## src/rtl/nibble_serial_adder.sv

```systemverilog
// ---------------------------------------------------------------------------
// Module  : nibble_serial_adder (+ binaryadder_4bit)
// Brief   : Adds two W-bit operands one nibble per cycle through a 4-bit adder.
// Revision: 1.0 - initial release
// ---------------------------------------------------------------------------
`default_nettype none

module binaryadder_4bit (
   input  logic [3:0] a,
   input  logic [3:0] b,
   input  logic       c_in,
   output logic [3:0] s,
   output logic       c_out
);
   assign {c_out, s} = 5'(a) + 5'(b) + 5'(c_in);
endmodule

module nibble_serial_adder #(
   parameter int NIBBLES = 4
) (
   input  logic                 clk,
   input  logic                 rst_n,
   input  logic                 in_valid,
   output logic                 in_ready,
   input  logic [4*NIBBLES-1:0] in_a,
   input  logic [4*NIBBLES-1:0] in_b,
   input  logic                 in_cin,
   output logic                 out_valid,
   input  logic                 out_ready,
   output logic [4*NIBBLES-1:0] out_sum,
   output logic                 out_cout,
   output logic                 busy
);
   localparam int W     = 4 * NIBBLES;
   localparam int IDX_W = (NIBBLES > 1) ? $clog2(NIBBLES) : 1;
   localparam logic [IDX_W-1:0] C_IDX_LAST = IDX_W'(NIBBLES - 1);

   typedef enum logic [1:0] {
      ST_IDLE = 2'd0,
      ST_ADD  = 2'd1,
      ST_DONE = 2'd2
   } state_t;

   state_t           r_state;
   state_t           w_state_next;
   logic [W-1:0]     r_a;
   logic [W-1:0]     r_b;
   logic [W-1:0]     r_sum;
   logic             r_carry;
   logic [IDX_W-1:0] r_idx;
   logic [3:0]       w_a_nib;
   logic [3:0]       w_b_nib;
   logic [3:0]       w_s;
   logic             w_cout;

   always_ff @(posedge clk or negedge rst_n) begin
      if (!rst_n) begin
         r_state <= ST_IDLE;
      end else begin
         r_state <= w_state_next;
      end
   end

   always_comb begin
      w_state_next = r_state;
      case (r_state)
         ST_IDLE: if (in_valid)                w_state_next = ST_ADD;
         ST_ADD:  if (r_idx == C_IDX_LAST)     w_state_next = ST_DONE;
         ST_DONE: if (out_ready)               w_state_next = ST_IDLE;
         default:                              w_state_next = ST_IDLE;
      endcase
   end

   // Select the current nibble of each operand.
   always_comb begin
      w_a_nib = '0;
      w_b_nib = '0;
      for (int n = 0; n < NIBBLES; n++) begin
         if (r_idx == IDX_W'(n)) begin
            w_a_nib = r_a[4*n +: 4];
            w_b_nib = r_b[4*n +: 4];
         end
      end
   end

   binaryadder_4bit u_adder (
      .a     (w_a_nib),
      .b     (w_b_nib),
      .c_in  (r_carry),
      .s     (w_s),
      .c_out (w_cout)
   );

   always_ff @(posedge clk or negedge rst_n) begin
      if (!rst_n) begin
         r_a     <= '0;
         r_b     <= '0;
         r_sum   <= '0;
         r_carry <= 1'b0;
         r_idx   <= '0;
      end else begin
         case (r_state)
            ST_IDLE: begin
               if (in_valid) begin
                  r_a     <= in_a;
                  r_b     <= in_b;
                  r_carry <= in_cin;
                  r_idx   <= '0;
               end
            end
            ST_ADD: begin
               r_carry <= w_cout;
               for (int n = 0; n < NIBBLES; n++) begin
                  if (r_idx == IDX_W'(n)) begin
                     r_sum[4*n +: 4] <= w_s;
                  end
               end
               if (r_idx != C_IDX_LAST) begin
                  r_idx <= r_idx + IDX_W'(1);
               end
            end
            default: ;
         endcase
      end
   end

   // Result registers hold still in DONE, so backpressure needs no extra capture.
   assign in_ready  = (r_state == ST_IDLE);
   assign busy      = (r_state != ST_IDLE);
   assign out_valid = (r_state == ST_DONE);
   assign out_sum   = r_sum;
   assign out_cout  = r_carry;

endmodule

`default_nettype wire

```

## config.mk

```make
export PLATFORM = sky130hd
export DESIGN_NAME = nibble_serial_adder
export DESIGN_NICKNAME = d
export VERILOG_FILES = /design/src/rtl/nibble_serial_adder.sv
export SDC_FILE = /design/constraint.sdc
export NUM_CORES = 1
export LEC_CHECK = 0
export CELL_PAD_IN_SITES_DETAIL_PLACEMENT = 0
export CELL_PAD_IN_SITES_GLOBAL_PLACEMENT = 1
export CORE_MARGIN = 4
export CORE_UTILIZATION = 45
export CTS_BUF_LIST = sky130_fd_sc_hd__clkbuf_4 sky130_fd_sc_hd__clkbuf_8
export DETAILED_ROUTE_END_ITERATION = 8
export MAX_ROUTING_LAYER = met4
export PLACE_DENSITY = 0.88
export SYNTH_ARGS = -nofsm -noshare
export SYNTH_HDL_FRONTEND = slang
export SYNTH_SLANG_ARGS = --single-unit
```

## constraint.sdc

```tcl
create_clock -name clk -period 6.1 [get_ports clk]
set_input_delay 1.525 -clock clk [delete_from_list [all_inputs] [get_ports clk]]
set_output_delay 1.525 -clock clk [all_outputs]
set_load 0.05 [all_outputs]
```

# After elaboration in Yosys (flattened, before gate mapping)
# Cells that the tools add are included.
# word_totals
reg_bits	53
input_bits	37
output_inout_bits	20
word_cells	51
# classes
n_addsub	3
n_eq_ne	10
mux	17
n_reduce_logical	12
# ops
operator	count
2-to-1 mux 4 bit	8
AND reduction 2 bit	6
2-to-1 mux 2 bit	5
!= test 2 bit, second input constant	4
== test 2 bit, second input constant	3
case mux 2 bit (3 select lines)	1
AND reduction 3 bit	2
adder 4 x 4 -> 5 bit	1
adder 5 x 1 -> 5 bit	1
== test 2 x 1 -> 1 bit, second input constant	2
zero test 2 bit	2
case mux 2 bit (2 select lines)	1
nonzero test 2 bit	2
adder 2 x 1 -> 2 bit, second input constant	1
!= test 2 x 1 -> 1 bit, second input constant	1
case mux 1 bit (2 select lines)	1
2-to-1 mux 1 bit	1

# Logic depth before layout (Yosys ltp)
# depth
word_depth	8
ltp_mapped	11
ltp_nobuf	10

# Modules after synthesis
# A second synthesis with hierarchy kept.
# hier_totals
cells_unflattened	186
hier_area_um2	2562.5
# by_module_without_submodules
mod	instances	cells_each	area_each_um2	seq_area_each_um2
nibble_serial_adder	1	170	2418.6	1326.3
binaryadder_4bit	1	16	143.9	0.0

# Worst setup path after synthesis
# OpenSTA, ideal clock, no wires.
# synth_path
path_type	reg-to-reg
from	register r_idx[0]
to	register r_carry, in the netlist out_cout
setup_ps	123
arrival_ps	2937
t_required_ps	5977
path_slack_ps	3040
path_stages_with_launch	12
n_path_buf	2
synth_period_minus_slack_ps	3060
cell_sequence	dfrtp_1 inv_1 ha_1 clkbuf_1 clkbuf_1 a21oi_1 a22o_1 fa_1 fa_1 a21o_1 a2111o_1 o221a_2
# synth_between
elab_chain_cells	8
elab_cells_between_ends	15
classes_between	add/sub (2); eq/ne (3); mux (9); reduce/logical (1)
# synth_rtl
item	line_no	text
start, declared	50	logic [IDX_W-1:0] r_idx;
start signal, assigned	119	r_idx <= r_idx + IDX_W'(1);
zero test 2 bit	79	if (r_idx == IDX_W'(n)) begin
2-to-1 mux 4 bit (4 in series)	79	
adder 4 x 4 -> 5 bit *	15	assign {c_out, s} = 5'(a) + 5'(b) + 5'(c_in);
adder 5 x 1 -> 5 bit *	15	
case mux 1 bit (2 select lines) *	102	case (r_state)
end signal, assigned	107	r_carry <= in_cin;
end signal, assigned	112	r_carry <= w_cout;
end, declared	49	logic r_carry;
# Every way passes the cells marked *; elsewhere a longest branch is shown, timed or not.
# A chain may end at the register's enable or synchronous reset.

# Final worst setup path
# layout_path
from	register r_state[0]
to	output in_ready
# layout_between
elab_chain_cells	1
# layout_rtl
item	line_no	text
start, declared	44	state_t r_state;
start signal, assigned	60	r_state <= w_state_next;
zero test 2 bit	128	assign in_ready = (r_state == ST_IDLE);
end, declared	24	output logic in_ready,
# No other way between the ends.

==> metrics.md <==
| Metric | Value |
|---|---|
| Final setup vio count | 0 |
| WP data arrival | 1.90 ns |
| F_max | 0.2916 GHz |
| Post-CTS Setup Repair Bufs | 0 |
| Commonest cells after routing, fill and taps aside | clkdlybuf4s50_1, dfrtp_1, mux2_4 |
| Peak supply drop | 0.0003566 V |
| Synth warn | 0 |
| CTS sink count | 53 |
| Post-route ant nets | 0 |
| Total wire length | 5.169 mm |
| Fin util | 58.75% |
| Fin crit period | 3.429 ns |
| Drt wl/cell | 15.34 µm |
| Layout Nets | 310 |
| DR iter-0 viols | 76 |
| FF-to-FF path depth | 9 |
| Largest net degree at the start of global routing | 54 |
| Crit path required time | 4.58 ns |
| Post-synth net total | 259 |
| Post-synth top area share | 49.49% |
| Die area | 7255 µm² |
| Final Hold Vio Count | 0 |
| Largest cells by area after synthesis | dfrtp_1, mux2_4, mux2_2 |
| DP HPWL | 3.850 mm |
| H-Tree Level Count | 2 |
| FP Rows | 27 |
| Worst setup EP type | output pin |
| Die height | 85.18 µm |
| Leakage | 1.500 nW |
| Relative slew margins | 51.53% |
| Reg2Reg Setup Slack | 2.96 ns |
| GRT Residual Overflow | 0 |
| Slew Limit Fails | 0 |
| Root buffer cell | clkbuf_8 |
| N_diodes | 0 |
| Cells after DPL | 329 |
| Pwr dens | 650.8 nW/µm² |
| RSZ-0062 raised after global routing | no |
| Hold-fix buffers at CTS | 0 |
| Clk buf depth | 2 |
| Clk Latency, worst-skew pair | 0.30 ns |
| CORE AREA | 5642 µm² |
| Syn Inst Count | 213 |
| Netlist cell types | 31 |
| Final non-filler cell total | 337 |
| TritonCTS clock tree | done |
| Number of port buffers | 56 |
| Global-route wire length before repair | 8.700 mm |
| Power consumption | 2.157 mW |
| Mean number of vias per cell | 5.119 |
| Status | completed |
| Reg clk slew, reported paths | 0.09 ns |
| Mapped Area | 2680 µm² |
| #FFs+latches synth | 53 |
| Post-synthesis sequential area ratio | 49.49% |
| Critical path class | flip-flop to output pin |
| Tot GR Track Use | 15.35% |
| Leading area contributor after synthesis | dfrtp_1 |
| Clock skew | 0.004542 ns |
| Num ports | 57 |
| Hold Path Stages | 2 |
| Share of cells above drive strength 1 | 20.75% |
| Hold crit path type | flip-flop to flip-flop |
| Vias in the first global route | 1,746 |
| Drt drc | 0 |
| Cts bufs inserted | 5 |
| Synth-to-layout area growth | 23.67% |
| Final worst path period share | 56.22% |
| Worst-path maximum fanout | 12 |
| DR pass1 iterations | 4 |
| Vias | 1,725 |
| Max Cap Viol | 0 |
| Startpoint Class | flip-flop |
| Slew @ Worst Pin | 0.7270 ns |
| Setup TNS | 0 ns |
| Initial Util | 47.50% |
| Routability congestion estimate | 0.7328 |
| Die width | 85.18 µm |
| Initial antenna violation count | 0 |
| Syn avg cell area | 12.58 µm² |
| CTS resizes | 0 |
| Most common cell after layout, fill and taps aside | clkdlybuf4s50_1 |
## registers in the layout (all words and copies together) (netlist names)
signal,count
out_sum,16
r_a,16
r_b,16
r_idx,2
r_state,2
out_cout,1
## cell type report
class / instances / area, µm²
Multi-Input combinational cell: 134 / 1185
Clock buffer: 6 / 82.58
Timing Repair Buffer: 57 / 563.0
Tap cell: 72 / 90.09
Fill cell: 477 / 2327
Inverter: 13 / 53.80
Clock inverter: 2 / 13.76
Sequential cell: 53 / 1326
## worst max-delay path, cell delays in order, from the launching register on
cell	delay [ns]
dfrtp_1	0.51
inv_1	0.18
nand2_4	0.06
inv_2	0.05
clkdlybuf4s50_1	0.80
## final timing paths
kind / start / endpoint
worst max-delay path: r_state[0] / in_ready
worst min-delay path: out_sum[6] / out_sum[6]
worst max register to register: r_idx[0] / out_cout
worst min register to register: out_sum[6] / out_sum[6]
max in group asynchronous: rst_n / r_a[0]
min in group asynchronous: rst_n / out_sum[13]
## routing by layer
layer / up-vias / track usage [%] / wire length [µm]
met4: 0 / 3.885 / 49
li1: 846 / - / -
met3: 4 / 3.301 / 276
met2: 53 / 23.73 / 2360
met1: 822 / 20.60 / 2482
met5: - / - / 0
## where the power goes
| group | switching [mW] | total (mW) | internal [mW] |
|---|---|---|---|
| clock network | 0.112 | 0.204 | 0.0922 |
| registers | 0.127 | 0.661 | 0.534 |
| logic | 0.696 | 1.29 | 0.596 |
| total | 0.935 | 2.16 | 1.22 |
## cell usage after synthesis (all sizes together)
master,count
nor3,2
a21oi,19
buf,8
nor2,4
inv,13
and3,1
a22o,8
o21a,1
o31ai,5
nand2b,2
nand4b,1
dfrtp,53
a2111o,1
o221a,1
nand3b,4
fa,2
ha,7
nand2,17
a21o,2
clkbuf,5
xnor2,1
mux2,40
and2,1
o21ai,15
## cells by family (layout without fill, tap and decap cells)
kind of cell    Yosys count  after routing  synth area share (%)
mux                      40             40                 21.01
xor+xnor                  1              1                0.3269
fa+ha+maj                 9              9                 4.762
compound gates           52             52                 12.04
simple gates             32             32                 6.069
flops                    53             53                 49.49
buf+inv                  26             78                 6.302
## stage by stage
step / hold WS [ns] / worst slack, ns / cell area (µm²)
CTS: 0.4963 / 2.646 / 3314
global route: 0.5156 / 2.564 / 3314
finish: 0.4899 / 2.671 / 3314
global placement: 0.4618 / 2.957 / 3218
floorplan: 0.4806 / 3.040 / 2680
detailed placement: 0.4741 / 2.912 / 3218
Power figures use the tool's default switching activity.
